[src/rtl/init_seq_pkg.sv]
// Shared types and widths for the init/reset sequencer.
package init_seq_pkg;

  // Stability and release-gap counter width
  localparam int unsigned CntW = 16;
  // Init wait timer width
  localparam int unsigned TimerW = 32;

  typedef enum logic [1:0] {
    StWaitInit,
    StRelease,
    StRun,
    StFault
  } seq_state_e;

endpackage

[src/rtl/init_done_filter.sv]
// Per-channel init-done synchroniser with a saturating stability counter.
module init_done_filter
  import init_seq_pkg::*;
#(
  parameter int unsigned SYNC_STAGES   = 2,
  parameter int unsigned STABLE_CYCLES = 16
) (
  input  logic clk,
  input  logic rst_n,
  input  logic init_done,
  output logic synced,
  output logic stable
);

  localparam logic [CntW-1:0] StableVal = CntW'(STABLE_CYCLES);

  logic [SYNC_STAGES-1:0] sync_q;
  logic [CntW-1:0]        cnt_q, cnt_d;

  // Synchroniser chain for the asynchronous done flag
  always_ff @(posedge clk or negedge rst_n) begin
    if (!rst_n) sync_q <= '0;
    else        sync_q <= {sync_q[SYNC_STAGES-2:0], init_done};
  end

  assign synced = sync_q[SYNC_STAGES-1];

  // Count consecutive synced-high cycles, saturating at the threshold
  always_comb begin
    cnt_d = cnt_q;
    if (!synced)                cnt_d = '0;
    else if (cnt_q != StableVal) cnt_d = cnt_q + 1'b1;
  end

  // Stability counter register
  always_ff @(posedge clk or negedge rst_n) begin
    if (!rst_n) cnt_q <= '0;
    else        cnt_q <= cnt_d;
  end

  assign stable = (cnt_q == StableVal);

endmodule

[src/rtl/init_reset_sequencer.sv]
// Waits for filtered init-done flags, then releases per-channel resets in order.
module init_reset_sequencer
  import init_seq_pkg::*;
#(
  parameter int unsigned        NUM_CH         = 4,
  parameter int unsigned        SYNC_STAGES    = 2,
  parameter int unsigned        STABLE_CYCLES  = 16,
  parameter int unsigned        RELEASE_GAP    = 8,
  parameter int unsigned        TIMEOUT_CYCLES = 1000000,
  parameter logic [NUM_CH-1:0]  REQ_MASK       = '1
) (
  input  logic              CLK,
  input  logic              RESETN,
  input  logic [NUM_CH-1:0] INIT_DONE,
  input  logic              CLR_ERR,
  output logic [NUM_CH-1:0] CH_RESET_N,
  output logic              ALL_DONE,
  output logic              TIMEOUT_ERR,
  output logic              DONE_LOST
);

  localparam int unsigned       IdxW        = (NUM_CH > 1) ? $clog2(NUM_CH) : 1;
  localparam logic [IdxW-1:0]   LastIdx     = IdxW'(NUM_CH - 1);
  localparam logic [CntW-1:0]   GapLast     = CntW'(RELEASE_GAP - 1);
  localparam logic [TimerW-1:0] TimeoutLast = TimerW'(TIMEOUT_CYCLES - 1);
  localparam logic [NUM_CH-1:0] ChOne       = NUM_CH'(1);

  logic [NUM_CH-1:0] synced, stable;
  logic              all_stable, req_low;

  seq_state_e        state_q, state_d;
  logic [TimerW-1:0] timer_q, timer_d;
  logic [CntW-1:0]   gap_q, gap_d;
  logic [IdxW-1:0]   idx_q, idx_d, next_idx;
  logic              stable_q, stable_d;
  logic [NUM_CH-1:0] ch_rst_q, ch_rst_d;
  logic              all_done_q, all_done_d;
  logic              to_err_q, to_err_d, lost_q, lost_d;
  logic              to_set, lost_set;

  for (genvar i = 0; i < NUM_CH; i++) begin : g_filter
    init_done_filter #(
      .SYNC_STAGES   (SYNC_STAGES),
      .STABLE_CYCLES (STABLE_CYCLES)
    ) u_filter (
      .clk       (CLK),
      .rst_n     (RESETN),
      .init_done (INIT_DONE[i]),
      .synced    (synced[i]),
      .stable    (stable[i])
    );
  end

  // Non-required channels are forced stable and never count as dropped
  assign all_stable = &(stable | ~REQ_MASK);
  assign req_low    = |(~synced & REQ_MASK);
  assign next_idx   = idx_q + 1'b1;

  // Next-state, release sequencing and sticky flag logic
  always_comb begin
    state_d  = state_q;
    timer_d  = '0;
    gap_d    = gap_q;
    idx_d    = idx_q;
    ch_rst_d = ch_rst_q;
    to_set   = 1'b0;
    lost_set = 1'b0;
    // Only a stability seen while already waiting may trigger a release
    stable_d = all_stable && (state_q == StWaitInit);

    unique case (state_q)
      StWaitInit: begin
        ch_rst_d = '0;
        timer_d  = (timer_q != '1) ? timer_q + 1'b1 : timer_q;
        if (stable_q) begin
          ch_rst_d = ChOne;
          gap_d    = '0;
          idx_d    = '0;
          state_d  = (NUM_CH == 1) ? StRun : StRelease;
        end else if ((TIMEOUT_CYCLES != 0) && (timer_q == TimeoutLast)) begin
          to_set  = 1'b1;
          state_d = StFault;
        end
      end
      StRelease: begin
        if (req_low) begin
          lost_set = 1'b1;
          ch_rst_d = '0;
          state_d  = StWaitInit;
        end else if (gap_q == GapLast) begin
          gap_d    = '0;
          idx_d    = next_idx;
          ch_rst_d = ch_rst_q | (ChOne << next_idx);
          if (next_idx == LastIdx) state_d = StRun;
        end else begin
          gap_d = gap_q + 1'b1;
        end
      end
      StRun: begin
        if (req_low) begin
          lost_set = 1'b1;
          ch_rst_d = '0;
          state_d  = StWaitInit;
        end
      end
      StFault: begin
        ch_rst_d = '0;
        if (CLR_ERR) state_d = StWaitInit;
      end
    endcase

    all_done_d = (state_d == StRun);
    // A set event in the same cycle overrides the clear
    to_err_d   = to_set | (to_err_q & ~CLR_ERR);
    lost_d     = lost_set | (lost_q & ~CLR_ERR);
  end

  // State and registered outputs
  always_ff @(posedge CLK or negedge RESETN) begin
    if (!RESETN) begin
      state_q    <= StWaitInit;
      timer_q    <= '0;
      gap_q      <= '0;
      idx_q      <= '0;
      stable_q   <= 1'b0;
      ch_rst_q   <= '0;
      all_done_q <= 1'b0;
      to_err_q   <= 1'b0;
      lost_q     <= 1'b0;
    end else begin
      state_q    <= state_d;
      timer_q    <= timer_d;
      gap_q      <= gap_d;
      idx_q      <= idx_d;
      stable_q   <= stable_d;
      ch_rst_q   <= ch_rst_d;
      all_done_q <= all_done_d;
      to_err_q   <= to_err_d;
      lost_q     <= lost_d;
    end
  end

  assign CH_RESET_N  = ch_rst_q;
  assign ALL_DONE    = all_done_q;
  assign TIMEOUT_ERR = to_err_q;
  assign DONE_LOST   = lost_q;

endmodule

[config.mk]
export PLATFORM = sky130hd
export DESIGN_NAME = init_reset_sequencer
export DESIGN_NICKNAME = d
export VERILOG_FILES = /design/src/rtl/init_seq_pkg.sv /design/src/rtl/init_done_filter.sv /design/src/rtl/init_reset_sequencer.sv
export SDC_FILE = /design/constraint.sdc
export NUM_CORES = 1
export LEC_CHECK = 0
export ABC_CLOCK_PERIOD_IN_PS = 1870
export BUFFER_PORTS_ARGS = -buffer_cell sky130_fd_sc_hd__buf_2
export CORE_UTILIZATION = 59
export CTS_BUF_LIST = sky130_fd_sc_hd__clkbuf_8
export DETAILED_ROUTE_END_ITERATION = 8
export MAX_ROUTING_LAYER = met4
export PLACE_DENSITY = 0.8
export SLEW_MARGIN = 20
export SYNTH_ARGS = -nofsm -noshare
export SYNTH_HDL_FRONTEND = slang
export SYNTH_SLANG_ARGS = --single-unit
export TNS_END_PERCENT = 5
[constraint.sdc]
create_clock -name CLK -period 1.87 [get_ports CLK]
set_clock_uncertainty 0.05 [all_clocks]
set_input_delay 0.2805 -clock CLK [delete_from_list [all_inputs] [get_ports CLK]]
set_output_delay 0.2805 -clock CLK [all_outputs]
set_load 0.1 [all_outputs]
# Word level (Yosys, flattened, before mapping)
# Index checks and enable logic that the tools add are counted.
# W data, S select, Z words.
dict set report op_classes {
  shifts 1
  addsub 7
  reduce_logical 9
  muxes 36
  n_bitwise 7
  n_eq_ne 26
}
# operator n
set op_table {}
lappend op_table {{$mux W16} 11}
lappend op_table {{$add A16 B1 Y16 const B} 5}
lappend op_table {{$eq A16 B5 Y1 const B} 4}
lappend op_table {{$mux W32} 2}
lappend op_table {{$ne A16 B5 Y1 const B} 4}
lappend op_table {{$add A32 B1 Y32 const B} 1}
lappend op_table {{$eq A32 B20 Y1 const B} 1}
lappend op_table {{$ne A32 B32 Y1 const B} 1}
lappend op_table {{$pmux W16 S2} 1}
lappend op_table {{$mux W2} 10}
lappend op_table {{$eq A16 B3 Y1 const B} 1}
lappend op_table {{$ne A2 B2 Y1 const B} 8}
lappend op_table {{$pmux W4 S4} 1}
lappend op_table {{$mux W4} 3}
lappend op_table {{$eq A2 B2 Y1 const B} 4}
lappend op_table {{$pmux W2 S4} 1}
lappend op_table {{$reduce_and A4 Y1} 2}
lappend op_table {{$mux W1} 6}
lappend op_table {{$not A4 Y4} 1}
lappend op_table {{$or A4 B4 Y4} 1}
lappend op_table {{$pmux W2 S2} 1}
lappend op_table {{$reduce_or A4 Y1} 1}
lappend op_table {{$shl A1 B2 Y4 const A} 1}
lappend op_table {{$ne A3 B3 Y1 const B} 1}
lappend op_table {{other kinds (12)} 14}
dict set report totals {
  reg_bits 132
  inputBits 7
}

# Depth between registers and ports, before layout
dict set report depth {
  ltp_word 7
  ltp_mapped 9
}

# Hierarchy
# From an unflattened synthesis, not the netlist that was laid out.
dict set report unflattened {
  cells_unflattened 718
  area_unflattened_um2 7405.9
}
# module seq_area_each_um2 cells_each n_inst area_each_um2
set by_module_without_submodules {}
lappend by_module_without_submodules {init_done_filter 450.4 87 4 968.4}
lappend by_module_without_submodules {init_reset_sequencer 1501.4 370 1 3532.1}

# Least setup slack after synthesis
# Ideal clock, no wire load.
dict set report synth_path {
  path_kind {register to register}
  startpoint {reg state_q[1]}
  endpoint {reg idx_q[0]}
  path_slack_ns -0.117
  n_path_buf 2
  setup_ns 0.083
  path_stages_with_launch 10
  t_arrival_ns 1.854
  path_cell_list {dfrtp_1 > inv_1 > ha_1 > clkbuf_1 > mux2i_1 > a21oi_1 > and2_0 > clkbuf_1 > nand3_1 > o21ai_0}
}
dict set report synth_via {
  elab_chain_cells 3
  elab_cells_between_ends 8
  classes_between {eq/ne (4); mux (1); reduce/logical (3)}
}
# element line_no
set synth_lines {}
lappend synth_lines {{from (decl)} init_reset_sequencer.sv:31} ;# seq_state_e state_q, state_d;
lappend synth_lines {{from (signal assigned)} init_reset_sequencer.sv:121} ;# state_q <= StWaitInit;
lappend synth_lines {{from (signal assigned)} init_reset_sequencer.sv:131} ;# state_q <= state_d;
lappend synth_lines {{$eq A2 B1 Y1 or $logic_not A2 Y1 (tied branches)} init_reset_sequencer.sv:71} ;# unique case (state_q)
lappend synth_lines {{$ne A2 B2 Y1 (no source line) or $reduce_bool A2 Y1 (tied branches)} -}
lappend synth_lines {{$reduce_and A4 Y1 (no source line)} -}
lappend synth_lines {{to (signal assigned)} init_reset_sequencer.sv:134} ;# idx_q <= idx_d;
lappend synth_lines {{to (decl)} init_reset_sequencer.sv:34} ;# logic [IdxW-1:0] idx_q, idx_d, next_idx;
# Parallel ways exist; a longest one is shown, timed or not.
# A chain may end at the register's enable or synchronous reset.

# Worst setup path after layout
dict set report layout_path {
  startpoint {reg timer_q[6]}
  endpoint {reg timer_q[26]}
}
dict set report layout_via {
  elab_chain_cells 3
  elab_cells_between_ends 5
  classes_between {add/sub (1); eq/ne (2); mux (2)}
}
# element line_no
set layout_lines {}
lappend layout_lines {{from (decl)} init_reset_sequencer.sv:32} ;# logic [TimerW-1:0] timer_q, timer_d;
lappend layout_lines {{from (signal assigned)} init_reset_sequencer.sv:132} ;# timer_q <= timer_d;
lappend layout_lines {{$add A32 B1 Y32} init_reset_sequencer.sv:74} ;# timer_d = (timer_q != '1) ? timer_q + 1'b1 : timer_q;
lappend layout_lines {{$mux W32} init_reset_sequencer.sv:74}
lappend layout_lines {{$mux W32} init_reset_sequencer.sv:71}
# Parallel ways exist; a longest one is shown, timed or not. The select of a mux whose other input is x is not followed.

==> results.txt <==
Status: complete, but fails checks
Failing checks: setup timing
Total power: 5.83 mW
Num CTS Buffers: 17
Placed cells: 918
Pwr dens: 685 nW/um^2
Fill count: 778
Max-cap violation count: 0
Setup bufs post-CTS: 0
Syn Inst Count: 704
Worst hold path type: in -> async
Initial Utilization: 60.7%
Max incr delay on CP: 0.37 ns
Top cell type's share of synthesized area: 47.4%
Final wirelength: 14.8 mm
Fin cells: 956
Slew headroom: 65.4%
Synth Area per Inst: 9.89 sq um
CTS sink cnt: 132
I/O pin cnt: 14
Slowest CP cell: dfrtp_1
Post-synthesis cell area: 6960 sq um
Final core utilization: 74.1%
Routability cong.: 0.878
Layout Area Growth over Synthesis: 22.0%
# DRC: 0
Antenna diodes: 0
Tmin final: 1.87 ns
Crit path kind: reg -> reg
Unique masters post-synth: 51
Worst-path cell chain: buf_4 > and3_4 > nand4_1 > buf_4 > nor4_4 > xor2_1 > and2_1
Critical path startpoint category: flop
Port-buffer cells: 13
Fin crit share: 100%
Share of cells above drive strength 1: 20.8%
Largest net degree at the start of global routing: 60
Setup Viol. Count Final: 1
DR vias: 5,540
Clk pwr share: 46.8%
Total Routing Usage GR: 26.5%
Int Pwr: 4.57 mW
Max clock buf depth: 2
Lkg Pwr: 3.78 nW
Syn_nets: 729
Multi-input gate area: 3730 sq um
Final WS setup: -0.000238 ns
Drt first pass iters: 5
H-tree Lvls: 4
Synth area leaders: dfrtp_1, and2_1, xnor2_1, nand2_1, ha_1
CP arrival: 2.20 ns
Critical Path Sink Type: flop
Psw: 1.25 mW
Yosys top cell by area: dfrtp_1
VDD IR max: 1.07 mV
Worst Max-Slew Pin Slew: 0.523 ns
CTS root buffer: clkbuf_8
Syn. warnings: 0
Die ar.: 12,200 sq um
Fmax: 535 MHz
Combinational Power Share: 3.3%
First-pass GRT wire length: 25.4 mm
WL/cell: 15.4 microns
Register area share after synthesis: 47.4%
Seq pwr share: 50.0%
Final Hold Vio Count: 0
Max FO, Critical Path: 7
DR iter-0 viols: 328
Buf/Inv on CP: 2
Worst hold slack: 0.255 ns
Data required time of the critical path: 2.20 ns
RSZ-0062 raised after global routing: yes
CP top delay family: simple AND/OR/NAND/NOR gates
Initial antenna violation count: 0
Die W: 111 microns
Vias in the first global route: 5,552
Reg area: 3310 sq um
Clock Pin Slew Worst Setup and Hold Paths: 0.08 ns
DP Worst Slack: -0.0591 ns
Antenna viol nets, final: 0
Core Footprint: 11,500 sq um
Via density: 5.79
TritonCTS clock tree: yes
Switching Fraction: 21.5%
Vert. Die Dim: 111 microns
Row count: 39
Fin. max-slew vios: 0
Most frequent CP cell: buf_4
Fin nets: 825
FF+latch count, synth: 132
Total gr overflow: 0
Worst skew pair latency: 0.45 ns
DPL Wire Length: 10.0 mm
kinds of logic after synthesis:
group,share of synthesized area [%]
compound gates,9.16
xor+xnor,8.30
fa+ha+maj,3.23
buf+inv,2.61
flops,47.4
mux,1.87
simple gates,27.4
worst register-to-register path, cell delays in order, from the launching register on:
cell and delay, ns:
dfrtp_1 0.37, buf_4 0.14, and3_4 0.20, nand4_1 0.18
buf_4 0.24, nor4_4 0.30, xor2_1 0.19, and2_1 0.14
what timing repair did:
action                     4_1_cts  5_1_grt
resized for setup               24       40
hold endpoints to repair        34        0
hold buffers                     6        0
setup endpoints to repair       35       55
pin swaps                        2        6
worst paths after layout:
check                                                from                             end  slack, ns  cells past startpoint
setup / recovery                               timer_q[6]                     timer_q[26]    -0.0002                      7
hold / removal                                     RESETN                       DONE_LOST       0.25                      2
setup reg to reg                               timer_q[6]                     timer_q[26]    -0.0002                      7
hold reg to reg            g_filter[1].u_filter.sync_q[0]  g_filter[1].u_filter.sync_q[1]       0.31                      0
max in group asynchronous                          RESETN                      state_q[0]       0.86                      3
min in group CLK           g_filter[1].u_filter.sync_q[0]  g_filter[1].u_filter.sync_q[1]       0.31                      0
sequential cells by signal, indices dropped and copies added, names as in the netlist:
register and count:
ALL_DONE 1, CH_RESET_N 4, DONE_LOST 1, TIMEOUT_ERR 1, g_filter.u_filter.cnt_q 64, g_filter.u_filter.sync_q 8
gap_q 16, idx_q 2, stable_q 1, state_q 2, timer_q 32
per-layer routing:
layer	track usage, %	wire (microns)	part of all wire (%)	vias to the layer above
met4	9.87	237	1.6	0
li1	-	-	-	2692
met1	33.4	6660	45	2744
met3	5.98	440	3.0	23
met2	41.8	7420	50	81
met5	-	0	0	-
power groups by stage:
stage	Sequential, mW	Clock (mW)	Combinational, mW
floorplan	2.96	0	0.0780
global placement	2.96	0	0.177
detailed placement	2.97	0	0.185
CTS	2.91	2.77	0.196
global route	2.91	2.89	0.225
finish	2.91	2.72	0.192
synthesized netlist by cell type, drive strengths merged:
cell type / n
ha: 18
a211oi: 1
nand2b: 11
nor2: 24
o2111ai: 1
and2: 70
a21boi: 16
o211ai: 4
or2: 1
mux2i: 13
or4: 8
o31ai: 13
nor3b: 5
a221oi: 1
o311ai: 2
o22ai: 1
o21bai: 2
o211a: 1
nor4: 22
a41o: 1
xor2: 19
dfrtp: 132
or3: 11
inv: 24
clkbuf: 14
nor2b: 11
nor4bb: 1
nor3: 17
xnor2: 47
a31oi: 3
nand3: 42
a21o: 1
a22oi: 1
nand4: 20
and3: 17
a21oi: 10
and4: 9
a311oi: 1
o41ai: 4
buf: 4
o21ai: 33
nand2: 61
nor4b: 7
metrics by stage:
| stage | setup TNS, ns | cell area (sq um) |
|---|---|---|
| 4_1_cts | -0.0508 | 8320 |
| 3_5_place_dp | -0.399 | 7720 |
| 2_1_floorplan | -0.255 | 6970 |
| 6_report | -0.000238 | 8500 |
| 3_3_place_gp | -0.000853 | 7720 |
| 5_1_grt | -1.22 | 8500 |
cells in the final DEF, fill, tap and decap left out, drive strengths merged, types with 2 or more instances in the layout:
cell           n
ha            18
nor4b          7
or4            8
xnor2         47
a31oi          3
o21ai         33
o211ai         4
buf           89
nor2          24
o311ai         2
dlygate4sd3    6
o31ai         13
and3          17
nand3         42
o21bai         2
clkbuf        18
nand2b        11
inv           25
a21oi         10
nand4         20
xor2          19
nor2b         11
clkinvlp       2
nor3b          5
bufinv         5
nand2         61
nor3          17
clkinv         6
o41ai          4
and2          70
dfrtp        132
mux2i         13
nor4          22
and4           9
a21boi        16
or3           11
layout make-up:
type	instances	share of cell area (%)
Inverter	24	1.06
Tap cell	143	2.11
Sequential cell	132	38.9
Clock inverter	14	2.47
Multi-Input combinational cell	530	43.9
Clock buffer	18	2.91
Timing Repair Buffer	95	8.64
No activity file was read; power rests on OpenSTA's default activity.
